==> config.mk <==
export PLATFORM = sky130hd
export DESIGN_NAME = axis_dot_product_unit
export DESIGN_NICKNAME = d
export VERILOG_FILES = /design/src/rtl/axis_dot_product_unit.sv
export SDC_FILE = /design/constraint.sdc
export NUM_CORES = 2
export LEC_CHECK = 0
export ABC_AREA = 1
export BUFFER_PORTS_ARGS = -buffer_cell sky130_fd_sc_hd__buf_2
export CAP_MARGIN = 20
export CORE_MARGIN = 1
export CORE_UTILIZATION = 35
export DETAILED_ROUTE_END_ITERATION = 10
export PLACE_DENSITY = 0.48
export SYNTH_ARGS = -nofsm -noshare
export SYNTH_HDL_FRONTEND = slang
export SYNTH_SLANG_ARGS = --single-unit
==> constraint.sdc <==
create_clock -name clk -period 13.64 [get_ports clk]
set_clock_uncertainty 0.2 [all_clocks]
set_input_delay 2.728 -clock clk [delete_from_list [all_inputs] [get_ports clk]]
set_output_delay 2.728 -clock clk [all_outputs]
set_load 0.1 [all_outputs]
==> src/rtl/axis_dot_product_unit.sv <==
// LANES-wide fixed-point dot-product engine joining AXI-Stream data (L) and weight (T) streams.
// Define DPU_SATURATE_EN to clamp the rescaled result instead of wrapping it.

module dpu_lane_mul #(
    parameter int A_W = 16,
    parameter int B_W = 16
) (
    input  logic                     clk,
    input  logic                     rst_n,
    input  logic                     en,
    input  logic signed [A_W-1:0]    a,
    input  logic signed [B_W-1:0]    b,
    output logic signed [A_W+B_W-1:0] prod_q
);
    logic signed [A_W+B_W-1:0] prod_d;

    always_comb begin
        prod_d = prod_q;
        if (en) prod_d = (A_W+B_W)'(a) * (A_W+B_W)'(b);
    end

    always_ff @(posedge clk or negedge rst_n) begin
        if (!rst_n) prod_q <= '0;
        else        prod_q <= prod_d;
    end
endmodule

module axis_dot_product_unit #(
    parameter int LANES                = 4,
    parameter int OP0_WIDTH            = 16,
    parameter int OP0_FRACTIONAL_BITS  = 12,
    parameter int OP1_WIDTH            = 16,
    parameter int OP1_FRACTIONAL_BITS  = 12,
    parameter int RSLT_WIDTH           = 16,
    parameter int RSLT_FRACTIONAL_BITS = 12,
    parameter int ACC_WIDTH            = OP0_WIDTH + OP1_WIDTH + $clog2(LANES) + 8,
    parameter int ID_WIDTH             = 8
) (
    input  logic                         clk,
    input  logic                         rst_n,
    input  logic [LANES*OP0_WIDTH-1:0]   s_axis_l_tdata,
    input  logic                         s_axis_l_tvalid,
    output logic                         s_axis_l_tready,
    input  logic                         s_axis_l_tlast,
    input  logic [ID_WIDTH-1:0]          s_axis_l_tid,
    input  logic [LANES*OP1_WIDTH-1:0]   s_axis_t_tdata,
    input  logic                         s_axis_t_tvalid,
    output logic                         s_axis_t_tready,
    input  logic                         s_axis_t_tlast,
    output logic [RSLT_WIDTH-1:0]        m_axis_d_tdata,
    output logic                         m_axis_d_tvalid,
    input  logic                         m_axis_d_tready,
    output logic                         m_axis_d_tlast,
    output logic [ID_WIDTH-1:0]          m_axis_d_tid,
    output logic                         err_unalligned_data
);
    localparam int PW    = OP0_WIDTH + OP1_WIDTH;
    localparam int SHIFT = OP0_FRACTIONAL_BITS + OP1_FRACTIONAL_BITS - RSLT_FRACTIONAL_BITS;

    typedef enum logic [1:0] {ACCUM, FLUSH, OUTPUT} state_t;

    state_t                       state_q, state_d;
    logic                         flush_cnt_q, flush_cnt_d;
    logic                         run_q;
    logic                         first_q, first_d;
    logic [ID_WIDTH-1:0]          tid_q, tid_d;
    logic [1:0]                   vld_pipe_q, vld_pipe_d;
    logic [1:0]                   last_pipe_q, last_pipe_d;
    logic                         first_s1_q, first_s1_d;
    logic signed [ACC_WIDTH-1:0]  acc_q, acc_d;
    logic                         out_vld_q, out_vld_d;
    logic [RSLT_WIDTH-1:0]        out_data_q, out_data_d;
    logic [ID_WIDTH-1:0]          out_tid_q, out_tid_d;
    logic                         err_q, err_d;

    logic                         accept, beat_last;
    logic [LANES-1:0][PW-1:0]     prod_q;
    logic signed [ACC_WIDTH-1:0]  lane_sum;
    logic signed [ACC_WIDTH-1:0]  scaled;
    logic [RSLT_WIDTH-1:0]        rslt;

    // run_q keeps both treadys low while reset is asserted (state resets to ACCUM).
    assign accept          = run_q && (state_q == ACCUM) && s_axis_l_tvalid && s_axis_t_tvalid;
    assign beat_last       = s_axis_l_tlast | s_axis_t_tlast;
    assign s_axis_l_tready = accept;
    assign s_axis_t_tready = accept;

    // S1: one registered product per lane
    for (genvar k = 0; k < LANES; k++) begin : g_lane
        dpu_lane_mul #(.A_W(OP0_WIDTH), .B_W(OP1_WIDTH)) u_mul (
            .clk    (clk),
            .rst_n  (rst_n),
            .en     (accept),
            .a      (s_axis_l_tdata[k*OP0_WIDTH +: OP0_WIDTH]),
            .b      (s_axis_t_tdata[k*OP1_WIDTH +: OP1_WIDTH]),
            .prod_q (prod_q[k])
        );
    end

    always_comb begin
        lane_sum = '0;
        for (int k = 0; k < LANES; k++)
            lane_sum = lane_sum + {{(ACC_WIDTH-PW){prod_q[k][PW-1]}}, prod_q[k]};
    end

    if (SHIFT > 0) begin : g_round
        localparam logic signed [ACC_WIDTH-1:0] RND_BIAS = {{(ACC_WIDTH-1){1'b0}}, 1'b1} << (SHIFT-1);
        logic signed [ACC_WIDTH-1:0] biased;
        assign biased = acc_q + RND_BIAS;
        assign scaled = biased >>> SHIFT;
    end else begin : g_noround
        assign scaled = acc_q;
    end

`ifdef DPU_SATURATE_EN
    localparam logic signed [ACC_WIDTH-1:0] RMAX = {{(ACC_WIDTH-RSLT_WIDTH+1){1'b0}}, {(RSLT_WIDTH-1){1'b1}}};
    localparam logic signed [ACC_WIDTH-1:0] RMIN = {{(ACC_WIDTH-RSLT_WIDTH+1){1'b1}}, {(RSLT_WIDTH-1){1'b0}}};
    always_comb begin
        rslt = scaled[RSLT_WIDTH-1:0];
        if (scaled > RMAX)      rslt = RMAX[RSLT_WIDTH-1:0];
        else if (scaled < RMIN) rslt = RMIN[RSLT_WIDTH-1:0];
    end
`else
    logic unused_hi;
    assign rslt      = scaled[RSLT_WIDTH-1:0];
    assign unused_hi = ^scaled[ACC_WIDTH-1:RSLT_WIDTH];
`endif

    always_comb begin
        state_d     = state_q;
        flush_cnt_d = flush_cnt_q;
        case (state_q)
            ACCUM: if (accept && beat_last) begin
                state_d     = FLUSH;
                flush_cnt_d = 1'b0;
            end
            FLUSH: begin
                flush_cnt_d = 1'b1;
                if (flush_cnt_q) state_d = OUTPUT;
            end
            OUTPUT: if (out_vld_q && m_axis_d_tready) state_d = ACCUM;
            default: state_d = ACCUM;
        endcase
    end

    always_comb begin
        first_d     = first_q;
        tid_d       = tid_q;
        if (accept) begin
            first_d = beat_last;
            if (first_q) tid_d = s_axis_l_tid;
        end
        vld_pipe_d  = {vld_pipe_q[0], accept};
        last_pipe_d = {last_pipe_q[0], accept & beat_last};
        first_s1_d  = accept & first_q;
        err_d       = accept & (s_axis_l_tlast ^ s_axis_t_tlast);

        // S2: first beat of a vector loads, later beats accumulate
        acc_d = acc_q;
        if (vld_pipe_q[0]) acc_d = first_s1_q ? lane_sum : acc_q + lane_sum;

        // S3: output register holds until the D handshake
        out_vld_d  = out_vld_q;
        out_data_d = out_data_q;
        out_tid_d  = out_tid_q;
        if (out_vld_q && m_axis_d_tready) out_vld_d = 1'b0;
        if (vld_pipe_q[1] && last_pipe_q[1]) begin
            out_vld_d  = 1'b1;
            out_data_d = rslt;
            out_tid_d  = tid_q;
        end
    end

    always_ff @(posedge clk or negedge rst_n) begin
        if (!rst_n) begin
            state_q     <= ACCUM;
            flush_cnt_q <= 1'b0;
            run_q       <= 1'b0;
            first_q     <= 1'b1;
            tid_q       <= '0;
            vld_pipe_q  <= '0;
            last_pipe_q <= '0;
            first_s1_q  <= 1'b0;
            acc_q       <= '0;
            out_vld_q   <= 1'b0;
            out_data_q  <= '0;
            out_tid_q   <= '0;
            err_q       <= 1'b0;
        end else begin
            state_q     <= state_d;
            flush_cnt_q <= flush_cnt_d;
            run_q       <= 1'b1;
            first_q     <= first_d;
            tid_q       <= tid_d;
            vld_pipe_q  <= vld_pipe_d;
            last_pipe_q <= last_pipe_d;
            first_s1_q  <= first_s1_d;
            acc_q       <= acc_d;
            out_vld_q   <= out_vld_d;
            out_data_q  <= out_data_d;
            out_tid_q   <= out_tid_d;
            err_q       <= err_d;
        end
    end

    assign m_axis_d_tdata      = out_data_q;
    assign m_axis_d_tvalid     = out_vld_q;
    assign m_axis_d_tlast      = out_vld_q;
    assign m_axis_d_tid        = out_tid_q;
    assign err_unalligned_data = err_q;
endmodule
Word-level counts from Yosys, hierarchy flattened
Index checks and enable logic that the tools add are counted.
{"block": "word_totals", "ff_bits": 214, "inputBits": 143, "output_inout_bits": 29, "wordCells": 57}
{"block": "classes", "addsub": 5, "mul": 4, "n_eq_ne": 5, "mux": 9, "bitwise": 5, "reduce_logical": 12}
{"cell": "$mul 16x16->32", "count": 4}
{"cell": "$add 42x35->42", "count": 1}
{"cell": "$mux 42", "count": 1}
{"cell": "$add 34x32->35", "count": 1}
{"cell": "$add 33x32->34", "count": 1}
{"cell": "$add 32x32->33", "count": 1}
{"cell": "$add 28x13->28 const B", "count": 1}
{"cell": "$logic_and 1x1->1", "count": 6}
{"cell": "$mux 2", "count": 3}
{"cell": "$pmux 2 s3", "count": 1}
{"cell": "$ne 2x2->1 const B", "count": 2}
{"cell": "$reduce_and 2->1", "count": 2}
{"cell": "$reduce_bool 2->1", "count": 2}
{"cell": "$and 1x1->1", "count": 3}
{"cell": "$mux 1", "count": 3}
{"cell": "$reduce_and 3->1", "count": 1}
{"cell": "$eq 2x1->1 const B", "count": 1}
{"cell": "$eq 2x2->1 const B", "count": 1}
{"cell": "$logic_not 2->1", "count": 1}
{"cell": "$ne 2x1->1 const B", "count": 1}
{"cell": "$pmux 1 s2", "count": 1}
{"cell": "$or 1x1->1", "count": 1}
{"cell": "$xor 1x1->1", "count": 1}

Logic depth before layout (Yosys ltp)
{"block": "depth", "depth_word": 7, "mapped_depth": 30, "depth_no_buf": 30}

Cells and area by module
Synthesis repeated with hierarchy kept, for this count alone.
{"block": "unflattened", "cells_unflattened": 7647, "area_unflattened_um2": 56394.1}
{"mod": "dpu_lane_mul (g_lane[1].u_mul ...)", "n_inst": 2, "cells_each": 1594, "area_each_um2": 11976.5, "seq_area_each_um2": 800.8}
{"mod": "dpu_lane_mul (g_lane[0].u_mul)", "n_inst": 1, "cells_each": 1649, "area_each_um2": 12223.0, "seq_area_each_um2": 800.8}
{"mod": "dpu_lane_mul (g_lane[3].u_mul)", "n_inst": 1, "cells_each": 1583, "area_each_um2": 11971.5, "seq_area_each_um2": 800.8}
{"mod": "axis_dot_product_unit", "n_inst": 1, "cells_each": 1227, "area_each_um2": 8246.7, "seq_area_each_um2": 1803.0}

Least setup slack after synthesis
OpenSTA, ideal clock, no wires.
{"block": "synth_path", "path_type": "input-to-reg", "startpoint": "in s_axis_t_tdata[51]", "endpoint": "reg g_lane[3].u_mul.prod_q[23]", "setup_time_ps": 117, "arrival_ps": 7864, "required_time_ps": 13323, "slack_ps": 5459, "path_stages": 20, "path_buffers": 2, "cell_sequence": "clkbuf_1 > clkbuf_1 > nand2_1 > fa_1 > inv_1 > fa_1 > inv_1 > fa_1 > fa_1 > fa_1 > fa_1 > inv_1 > ha_1 > a21oi_1 > o21ai_0 > a21oi_1 > nand3_1 > or2_2 > nand3_1 > nand2_1"}
{"block": "synth_via", "elab_chain_cells": 1}
{"item": "from (decl)", "line_no": "46", "source": "input logic [LANES*OP1_WIDTH-1:0] s_axis_t_tdata,"}
{"item": "$mul 16x16->32", "line_no": "19", "source": "if (en) prod_d = (A_W+B_W)'(a) * (A_W+B_W)'(b);"}
{"item": "to (signal assigned)", "line_no": "24", "source": "else prod_q <= prod_d;"}
{"item": "to (decl)", "line_no": "13", "source": "output logic signed [A_W+B_W-1:0] prod_q"}
No other way between the ends.
A chain may end at the register's enable or synchronous reset.

Final worst setup path
{"block": "layout_path", "startpoint": "in s_axis_t_tdata[7]", "endpoint": "reg g_lane[0].u_mul.prod_q[17]"}
{"block": "layout_via", "elab_chain_cells": 1}
{"item": "$mul 16x16->32", "line_no": "19"}
{"item": "to (signal assigned)", "line_no": "24"}
{"item": "to (decl)", "line_no": "13"}
No other way between the ends.

==> results.md <==
* Status: complete, no violations
* Post-synth ARST share at 100%
* First-pass GRT wire length at 231000 um
* GPL Wtd Cong at 0.887
* Actual slew at the worst max-slew pin at 0.941 ns
* Syn_nets at 8264
* R2R setup slack at 8.36 ns
* Die height at 381 um
* Synth top area share at 38.6%
* WP data required at 13.76 ns
* Reg-to-Reg End: acc_q[27]$_DFFE_PN0P_
* Synth area leader: fa_1
* Initial antenna violation count at 1
* Overall Global Routing Usage at 20.0%
* Final Instance Area at 53300 um^2
* Placed inst area at 52700 um^2
* Clk buf depth at 2
* CP max FO at 16
* Number of synthesized register bits at 184
* Area of the mapped netlist at 50400 um^2
* RSZ-0062 raised after global routing: false
* DRC at 0
* Worst hold path depth at 0
* R2R cell count at 24
* Port Buf Inserts at 171
* Critical path launch point type: input pin
* Average instance area after synthesis at 7.43 um^2
* Worst Path Class, Setup: input pin to flop
* Final period utilization at 60.1%
* Fin nets at 8203
* IO Count at 172
* Layout cells sized above 1 at 3.98%
* Final setup vio count at 0
* Rows at 138
* TritonCTS clock tree: built
* Root Buffer: clkbuf_16
* P&R area growth vs syn at 5.71%
* Post_cts resized at 0
* Initial drt markers at 2132
* Fmax at 0.122 GHz
* WL final at 141000 um
* Syn Inst Count at 6784
* # Max-Cap Violations at 0
* Post-CTS Setup Inserts at 0
* Setup TNS at 0 ns
* Initial Util at 35.4%
* Worst Setup End Kind: flop
* Syn. warnings at 0
* # clock sinks at 184
* Clock-pin slew on the worst setup and hold paths at 0.07 ns
* Largest net degree at the start of global routing at 96
* Die footprint at 146000 um^2
* Ranking of synthesized cells by area: fa_1 39%, inv_1 15%, nand2_1 14%
* CP arrival at 8.32 ns
* Critical Path Sink: g_lane[0].u_mul.prod_q[17]$_DFFE_PN0P_
* Vias at 40077
* Distinct cells, synth at 48
* Routed wire per std cell at 16.3 um
* Vias per inst at 4.64
* Core Area at 142000 um^2
* Sequential share of the synthesized area at 9.14%
* Post-synth EDFFs at 0
* Worst setup startpoint: s_axis_t_tdata[7]
* Drt first pass iters at 5
* Vias in the first global route at 42487
* H-tree depth at 4
* Final ANT Viol Nets at 0
* Main synth FF type: dfrtp_1
* Final Hold Viols at 0
* Tmin final at 8.20 ns
* Worst slew margin at 37.3%
* Clock latency at the later pin of the worst-skew pair at 0.47 ns
* Reg-to-reg startpoint: g_lane[2].u_mul.prod_q[1]$_DFFE_PN0P_
* Final Slew Violations at 0
* Hold Crit Class: flop to flop
* Die width at 381 um
* Fillcell total at 15258
* Hold_buf cts at 0
* Final hold slack at 0.152 ns
* CTS buffer count at 17
* HPWL Detailed at 118000 um
* GRT overflow at 0
[placed cells by master (no fill, tap or decap), drive strengths merged]
cell type	n
dfrtp	183
clkinv	6
a21oi	180
nor3	26
nand4	59
and3	1
o31ai	3
nand2	1830
bufinv	1
o21a	3
clkinvlp	1
diode	2
o211ai	13
dfstp	1
a211oi	9
a31oi	17
buf	179
fa	971
conb	1
o22ai	15
and2	5
nand3b	14
o21ai	197
xor2	54
a211o	1
o21bai	24
a21o	9
nand3	220
clkbuf	20
inv	1974
a22o	1
ha	366
o2111ai	1
a21boi	4
or2	44
nor4	7
nor2	257
xnor2	39
[per-layer routing]
layer	vias up	wire length, um	GRT usage [%]
met5	-	0	0
met4	0	2560	3.92
met1	19822	66200	27.8
met2	719	67100	34.0
met3	107	4640	1.50
li1	19429	-	-
[critical path: stages]
cell and delay, ns:
buf_2 0.33, nand2_1 0.14, fa_1 0.56, inv_1 0.05
fa_1 0.50, inv_1 0.06, fa_1 0.54, inv_1 0.06
fa_1 0.45, fa_1 0.49, inv_1 0.05, fa_1 0.48
inv_1 0.04, ha_1 0.31, nand2_1 0.23, a21oi_1 0.07
nor2_1 0.29, nand3_1 0.23, nand2_1 0.11, nand2_1 0.06
or2_2 0.28, nand3_1 0.13, o21ai_0 0.10
[layout make-up]
type | instances | area [um^2] | area share, %
timing repair buffer | 180 | 936 | 1.76
inverter | 1969 | 7390 | 13.9
sequential | 184 | 4610 | 8.64
clock buffer | 19 | 443 | 0.831
tap | 1890 | 2360 | 4.44
clock inverter | 13 | 135 | 0.254
antenna | 2 | 5.00 | 0.00939
multi-input combinational | 4371 | 37400 | 70.2
[how the worst min path moves through the flow]
stage / startpoint / end / slack [ns]
floorplan: last_pipe_q[0]$_DFF_PN0_ / last_pipe_q[1]$_DFF_PN0_ / 0.13
global placement: last_pipe_q[0]$_DFF_PN0_ / last_pipe_q[1]$_DFF_PN0_ / 0.13
detailed placement: last_pipe_q[0]$_DFF_PN0_ / last_pipe_q[1]$_DFF_PN0_ / 0.14
CTS: last_pipe_q[0]$_DFF_PN0_ / last_pipe_q[1]$_DFF_PN0_ / 0.15
global route: last_pipe_q[0]$_DFF_PN0_ / last_pipe_q[1]$_DFF_PN0_ / 0.16
finish: last_pipe_q[0]$_DFF_PN0_ / last_pipe_q[1]$_DFF_PN0_ / 0.15
[cell usage after synthesis, drive strengths merged (2+ instances only)]
cell type and n:
o21a 3, o22ai 15, a21o 9, nand3b 14
inv 1967, a31oi 17, and2 5, a21oi 180
nor3 26, clkinv 2, or2 44, nand2 1830
fa 971, xor2 54, o21ai 197, buf 26
o31ai 3, nand3 220, nand4 59, a211oi 9
ha 366, dfrtp 183, nor4 7, a21boi 4
nor2 257, clkbuf 234, xnor2 39, o21bai 24
o211ai 13
[registers in the layout, indices dropped and copies added, names as in the netlist]
| register | cells |
|---|---|
| g_lane.u_mul.prod_q | 112 |
| state_q | 2 |
| acc_q | 28 |
| vld_pipe_q | 2 |
| tid_q | 8 |
| run_q | 1 |
| flush_cnt_q | 1 |
| m_axis_d_tdata | 16 |
| first_s1_q | 1 |
| m_axis_d_tlast | 1 |
| first_q | 1 |
| err_unalligned_data | 1 |
| last_pipe_q | 2 |
| m_axis_d_tid | 8 |
[logic make-up (layout without fill, tap and decap cells)]
group | count (synthesis) | count (layout) | synth area share (%)
fa+ha+maj | 1337 | 1337 | 47.7
simple gates | 2463 | 2463 | 19.8
compound gates | 477 | 477 | 5.17
flops | 184 | 184 | 9.14
xor+xnor | 93 | 93 | 1.62
other cells | 1 | 3 | 0.00744
buf+inv | 2229 | 2181 | 16.7
[per-stage QoR]
step	std cells	setup WS, ns	utilization, %
after detailed placement	8594	4.89	37.0
after global routing	8627	5.07	37.4
after CTS	8626	5.40	37.4
after global placement	8593	4.97	37.0
after floorplan	6784	5.46	-
final	8628	5.44	37.4
Power is left out: the tool's default activity adds up to more than one toggle a clock period on the data nets, which glitch-free logic cannot reach.
